==> config.mk <==
export PLATFORM = sky130hd
export DESIGN_NAME = pool_buf_sched
export DESIGN_NICKNAME = d
export VERILOG_FILES = /design/src/rtl/pool_buf_sched.sv
export SDC_FILE = /design/constraint.sdc
export NUM_CORES = 1
export LEC_CHECK = 0
export BUFFER_PORTS_ARGS = -buffer_cell sky130_fd_sc_hd__buf_2
export CAP_MARGIN = 10
export CORE_MARGIN = 2
export CORE_UTILIZATION = 30
export DETAILED_ROUTE_END_ITERATION = 7
export HOLD_SLACK_MARGIN = 0.02
export PLACE_DENSITY = 0.77
export SYNTH_ARGS = -nofsm -noshare
export SYNTH_HDL_FRONTEND = slang
export SYNTH_SLANG_ARGS = --single-unit
==> constraint.sdc <==
create_clock -name clk -period 1.5 [get_ports clk]
set_clock_uncertainty 0.2 [all_clocks]
set_input_delay 0.225 -clock clk [delete_from_list [all_inputs] [get_ports clk]]
set_output_delay 0.225 -clock clk [all_outputs]
set_load 0.01 [all_outputs]
==> src/rtl/pool_buf_sched.sv <==
// Ping-pong bank scheduler for the pooled feature-map RAM: producer fills one bank while the consumer drains the other.
// Optional POOL_BUF_SCHED_PERF_EN adds saturating request-stall counters for both sides.
module pool_buf_sched #(
    parameter int DATA_WIDTH      = 16,
    parameter int POOL_ADDR_WIDTH = 10,
    parameter int FRAME_WORDS     = 588
) (
    input  logic                       clk,
    input  logic                       reset,
    input  logic                       prod_req,
    output logic                       prod_gnt,
    input  logic                       prod_done,
    input  logic                       prod_wren,
    input  logic                       prod_rden,
    input  logic [POOL_ADDR_WIDTH-1:0] prod_addr,
    input  logic [DATA_WIDTH-1:0]      prod_data,
    output logic [DATA_WIDTH-1:0]      prod_q,
    input  logic                       cons_req,
    output logic                       cons_gnt,
    input  logic                       cons_done,
    input  logic                       cons_rden,
    input  logic [POOL_ADDR_WIDTH-1:0] cons_addr,
    output logic [DATA_WIDTH-1:0]      cons_q,
    output logic [POOL_ADDR_WIDTH:0]   ram_addr_a,
    output logic [POOL_ADDR_WIDTH:0]   ram_addr_b,
    output logic                       ram_wren_a,
    output logic                       ram_rden_a,
    output logic                       ram_wren_b,
    output logic                       ram_rden_b,
    output logic [DATA_WIDTH-1:0]      ram_data_a,
    input  logic [DATA_WIDTH-1:0]      ram_q_a,
    input  logic [DATA_WIDTH-1:0]      ram_q_b,
    output logic [1:0]                 full_cnt,
`ifdef POOL_BUF_SCHED_PERF_EN
    output logic                       err_oor,
    output logic [31:0]                prod_stall_cnt,
    output logic [31:0]                cons_stall_cnt
`else
    output logic                       err_oor
`endif
);

    typedef enum logic [1:0] {B_EMPTY, B_FILLING, B_FULL, B_DRAINING} bank_t;
    typedef enum logic {P_IDLE, P_FILL} p_state_t;
    typedef enum logic {C_IDLE, C_DRAIN} c_state_t;

    localparam logic [POOL_ADDR_WIDTH:0] FRAME_LIM = FRAME_WORDS[POOL_ADDR_WIDTH:0];

    p_state_t p_st, p_nxt;
    c_state_t c_st, c_nxt;
    bank_t    bank_st  [2];
    bank_t    bank_nxt [2];
    logic     wr_bank, rd_bank;
    logic     prod_take, prod_fin, cons_take, cons_fin;
    logic     prod_in, cons_in;

    always_ff @(posedge clk or negedge reset) begin
        if (!reset) begin
            p_st       <= P_IDLE;
            c_st       <= C_IDLE;
            wr_bank    <= 1'b0;
            rd_bank    <= 1'b0;
            bank_st[0] <= B_EMPTY;
            bank_st[1] <= B_EMPTY;
        end else begin
            p_st       <= p_nxt;
            c_st       <= c_nxt;
            bank_st[0] <= bank_nxt[0];
            bank_st[1] <= bank_nxt[1];
            if (prod_fin) wr_bank <= ~wr_bank;
            if (cons_fin) rd_bank <= ~rd_bank;
        end
    end

    // Grants look only at registered bank status, so a bank released this edge is grantable next edge.
    always_comb begin
        p_nxt     = p_st;
        prod_take = 1'b0;
        prod_fin  = 1'b0;
        case (p_st)
            P_IDLE: if (prod_req && bank_st[wr_bank] == B_EMPTY) begin
                p_nxt     = P_FILL;
                prod_take = 1'b1;
            end
            P_FILL: if (prod_done) begin
                p_nxt    = P_IDLE;
                prod_fin = 1'b1;
            end
            default: p_nxt = P_IDLE;
        endcase
    end

    always_comb begin
        c_nxt     = c_st;
        cons_take = 1'b0;
        cons_fin  = 1'b0;
        case (c_st)
            C_IDLE: if (cons_req && bank_st[rd_bank] == B_FULL) begin
                c_nxt     = C_DRAIN;
                cons_take = 1'b1;
            end
            C_DRAIN: if (cons_done) begin
                c_nxt    = C_IDLE;
                cons_fin = 1'b1;
            end
            default: c_nxt = C_IDLE;
        endcase
    end

    // Producer and consumer never touch the same bank in one edge: EMPTY/FILLING vs FULL/DRAINING.
    always_comb begin
        for (int b = 0; b < 2; b++) begin
            bank_nxt[b] = bank_st[b];
            if (prod_take && wr_bank == 1'(b)) bank_nxt[b] = B_FILLING;
            if (prod_fin  && wr_bank == 1'(b)) bank_nxt[b] = B_FULL;
            if (cons_take && rd_bank == 1'(b)) bank_nxt[b] = B_DRAINING;
            if (cons_fin  && rd_bank == 1'(b)) bank_nxt[b] = B_EMPTY;
        end
    end

    assign prod_gnt = (p_st == P_FILL);
    assign cons_gnt = (c_st == C_DRAIN);
    assign full_cnt = {1'b0, bank_st[0] == B_FULL} + {1'b0, bank_st[1] == B_FULL};

    assign prod_in    = {1'b0, prod_addr} < FRAME_LIM;
    assign cons_in    = {1'b0, cons_addr} < FRAME_LIM;
    assign ram_addr_a = {wr_bank, prod_addr};
    assign ram_addr_b = {rd_bank, cons_addr};
    assign ram_data_a = prod_data;
    assign ram_wren_a = prod_wren & prod_gnt & prod_in;
    assign ram_rden_a = prod_rden & prod_gnt & prod_in;
    assign ram_rden_b = cons_rden & cons_gnt & cons_in;
    assign ram_wren_b = 1'b0;
    assign prod_q     = ram_q_a;
    assign cons_q     = ram_q_b;

    always_ff @(posedge clk or negedge reset) begin
        if (!reset) err_oor <= 1'b0;
        else if ((prod_gnt && (prod_wren || prod_rden) && !prod_in) ||
                 (cons_gnt && cons_rden && !cons_in))
            err_oor <= 1'b1;
    end

`ifdef POOL_BUF_SCHED_PERF_EN
    always_ff @(posedge clk or negedge reset) begin
        if (!reset) begin
            prod_stall_cnt <= '0;
            cons_stall_cnt <= '0;
        end else begin
            if (prod_req && !prod_gnt && prod_stall_cnt != '1) prod_stall_cnt <= prod_stall_cnt + 32'd1;
            if (cons_req && !cons_gnt && cons_stall_cnt != '1) cons_stall_cnt <= cons_stall_cnt + 32'd1;
        end
    end
`endif

endmodule

==> flow_metrics.py <==
metrics = {
    "outcome": {
        "outcome": "finished, violations left",
        "failed_checks": "negative setup slack",
    },
    "critical_path": {
        "max_stage_delay_ns": 0.32,
        "cp_cell_sequence": "buf_6 > a211o_1 > o311ai_4 > and3_1 > buf_2",
        "crit_path_end_kind": "output pin",
        "crit_fanout": 3,
        "cp.required_ns": 1.07,
        "critPathKind": "in -> out",
        "startpoint_type": "input port",
        "critPathBufInv": 2,
        "arrival_ns": 1.19,
        "path_delay_family": "compound AO/OA/AOI/OAI gates",
        "worst_path_max_delay_cell": "a211o_1",
    },
    "clocking": {
        "cts.clk_slew.worst_paths_ns": 0.06,
        "ctsHtreeMaxLevel": 1,
        "worstSkewPairLatency_ns": 0.25,
        "cts_tree": "done",
        "clockBufferDepth": 2,
        "cts-root-buf": "clkbuf_4",
        "clock_sinks": 9,
        "numCtsBuffers": 3,
    },
    "run": {
        "drv_cap": 0,
    },
    "logic_synthesis": {
        "yosysMostFrequentCell": "buf_4",
        "synthTopCellsByCount": "buf_4 (71), dfrtp_1 (9), nand2_1 (6)",
        "syn_avg_cell_area_sq_um": 8.345,
        "synth_seq_cells": 9,
        "synth_edf_count": 0,
        "synth_cells": 130,
        "syn_area_sq_um": 1085,
        "syn-num-nets": 208,
        "synth_ff_type": "dfrtp_1",
        "yosys-top-cells-area": "buf_4 (49%), dfrtp_1 (21%), nand2_1 (2.1%)",
        "synth_cell_type_count": 28,
        "synthArstFlopShare": 1.000,
        "ys_warn_count": 0,
        "synth_top_area_cell": "buf_4",
        "yosysTopAreaCellShare": 0.4913,
        "ys_seq_area_frac": 0.2076,
    },
    "drt": {
        "dr.pass1.iters": 4,
        "ant_nets": 0,
        "wl_per_cell_microns": 12.23,
        "remaining_drc_errors": 0,
        "drtIter0Drc": 64,
        "totalWireLength_microns": 2104,
        "detail_route.vias_per_cell": 4.273,
        "dr_total_vias": 735,
    },
    "power": {
        "swShare": 0.3226,
        "power_frac_comb": 0.404,
        "p_per_area_nw_per_um2": 828.5,
        "power.net_switching_uw": 286.9,
        "pwr-share-clk": 0.200,
        "power.internal_uw": 602.5,
        "power_uw": 889.4,
        "p_seq_frac": 0.396,
        "p_leak_uw": 0.0005326,
        "vdd_drop_max_uv": 286.8,
    },
    "grt": {
        "grt_use_total": 0.09852,
        "grt_pass1_wl_microns": 3263,
        "antenna_found_initial": 0,
        "grt_use_met1": 0.1058,
        "grt_max_degree": 11,
        "grt_pass1_vias": 766,
        "grt_overflow": 0,
        "use_met2": 0.1628,
        "use_met3": 0.02641,
        "grt.busiest_layer": "met2",
    },
    "timing": {
        "hold_violations": 0,
        "fmax_mhz": 620.9,
        "finalCritPeriodShare": 1.074,
        "grt_setup_unrepaired": "true",
        "setup_viol": 3,
        "setup_slack_ns": -0.1105,
        "finalMaxSlewViolations": 0,
        "min_period_ns": 1.611,
    },
    "placement": {
        "dpl_worst_slack_ns": -0.1270,
        "portBuffers": 50,
        "placed_cell_area_sq_um": 887.1,
        "placedCellCount": 158,
        "gp_congestion": 0.7636,
        "dpl.hpwl_microns": 1538,
    },
    "layout": {
        "syn_to_final_growth_pct": -1.038,
        "finalNetCount": 205,
        "diodes": 0,
        "final_area_sq_um": 1074,
        "filler_cell_count": 372,
        "regArea_sq_um": 226.5,
        "multiInputGateArea_sq_um": 366.6,
        "final_cells": 172,
        "drive_gt1_frac": 0.5714,
    },
    "floorplanning": {
        "placementRows": 21,
        "core_sq_um": 3416,
        "die_y_microns": 64.13,
        "fp.dieArea_sq_um": 4113,
        "start_util": 0.3176,
        "ioPinCount": 156,
        "dieWidth_microns": 64.13,
    },
    "hold_path": {
        "hp-class": "in -> reg",
    },
}
tightest hold or removal path: stages:
cell and delay, ns:
buf_2 0.11, o21ai_0 0.06, mux2i_1 0.06
sequential cells by signal, indices dropped and copies added, names as in the netlist:
name,flops
bank_st,4
prod_gnt,1
wr_bank,1
cons_gnt,1
err_oor,1
rd_bank,1
metrics by stage:
step | setup TNS [ns] | util | hold WS (ns)
after floorplan | 0 | - | -0.2706
after global placement | -0.2121 | 0.2597 | -0.1159
after detailed placement | -0.2495 | 0.2597 | -0.1147
after CTS | -0.3111 | 0.2919 | 0.03709
after global routing | -0.4519 | 0.3143 | 0.05527
final | -0.2749 | 0.3143 | 0.04482
cell type report:
cell class              count  area share
well taps                  46     0.05361
clock buffers               4     0.02448
multi-input cells          46      0.3415
inverters                   2    0.006993
repair buffers             65      0.3625
flip-flops and latches      9      0.2110
worst paths after layout:
path                                         from             endpoint  slack, ns  cells past startpoint
setup / recovery                     prod_addr[3]           ram_rden_a      -0.11                      5
hold / removal                           prod_req   prod_gnt$_DFF_PN0_       0.04                      3
setup reg to reg           bank_st[1]$_DFFE_PN0P_   cons_gnt$_DFF_PN0_       0.13                      5
hold reg to reg               err_oor$_DFFE_PN0P_  err_oor$_DFFE_PN0P_       0.32                      2
max in group asynchronous                   reset   cons_gnt$_DFF_PN0_       0.77                      2
min in group asynchronous                   reset  rd_bank$_DFFE_PN0N_       0.14                      2
kinds of logic after synthesis:
family          count (synthesis)  synth area share
flops                           9            0.2076
other cells                     1          0.003457
fa+ha+maj                       1           0.01153
simple gates                   22            0.1130
buf+inv                        75            0.5075
compound gates                 18            0.1223
mux                             2           0.01846
xor+xnor                        2           0.01615
power groups by stage:
stage | registers (uW) | logic [uW] | clock network (uW)
floorplan | 326 | 386 | 0
global placement | 359 | 282 | 0
detailed placement | 363 | 285 | 0
CTS | 351 | 326 | 187
global route | 364 | 397 | 208
finish | 352 | 359 | 178
metal layers:
metal  wire length (microns)  part of all wire  vias up
met3                     174             0.083       14
met5                       0                 0        -
met4                      40             0.019        0
met1                     784              0.37      335
li1                        -                 -      355
met2                    1105              0.53       31
cells in the final DEF, fill, tap and decap left out, drive strengths merged, types with 3 or more instances in the layout:
cell          n
nand2         6
nor3b         3
dfrtp         9
dlygate4sd3   3
a31oi         3
clkbuf        4
nor2b         3
nor2          3
buf          62
o21ai         4
repair_timing:
action / in CTS / in global routing
pin swaps: 0 / 1
endpoints found under the hold margin: 13 / 0
hold buffers: 3 / 0
buffers inserted: 4 / 3
endpoints found under the setup margin: 5 / 5
gates resized for setup: 6 / 8
Power figures use the tool's default switching activity.
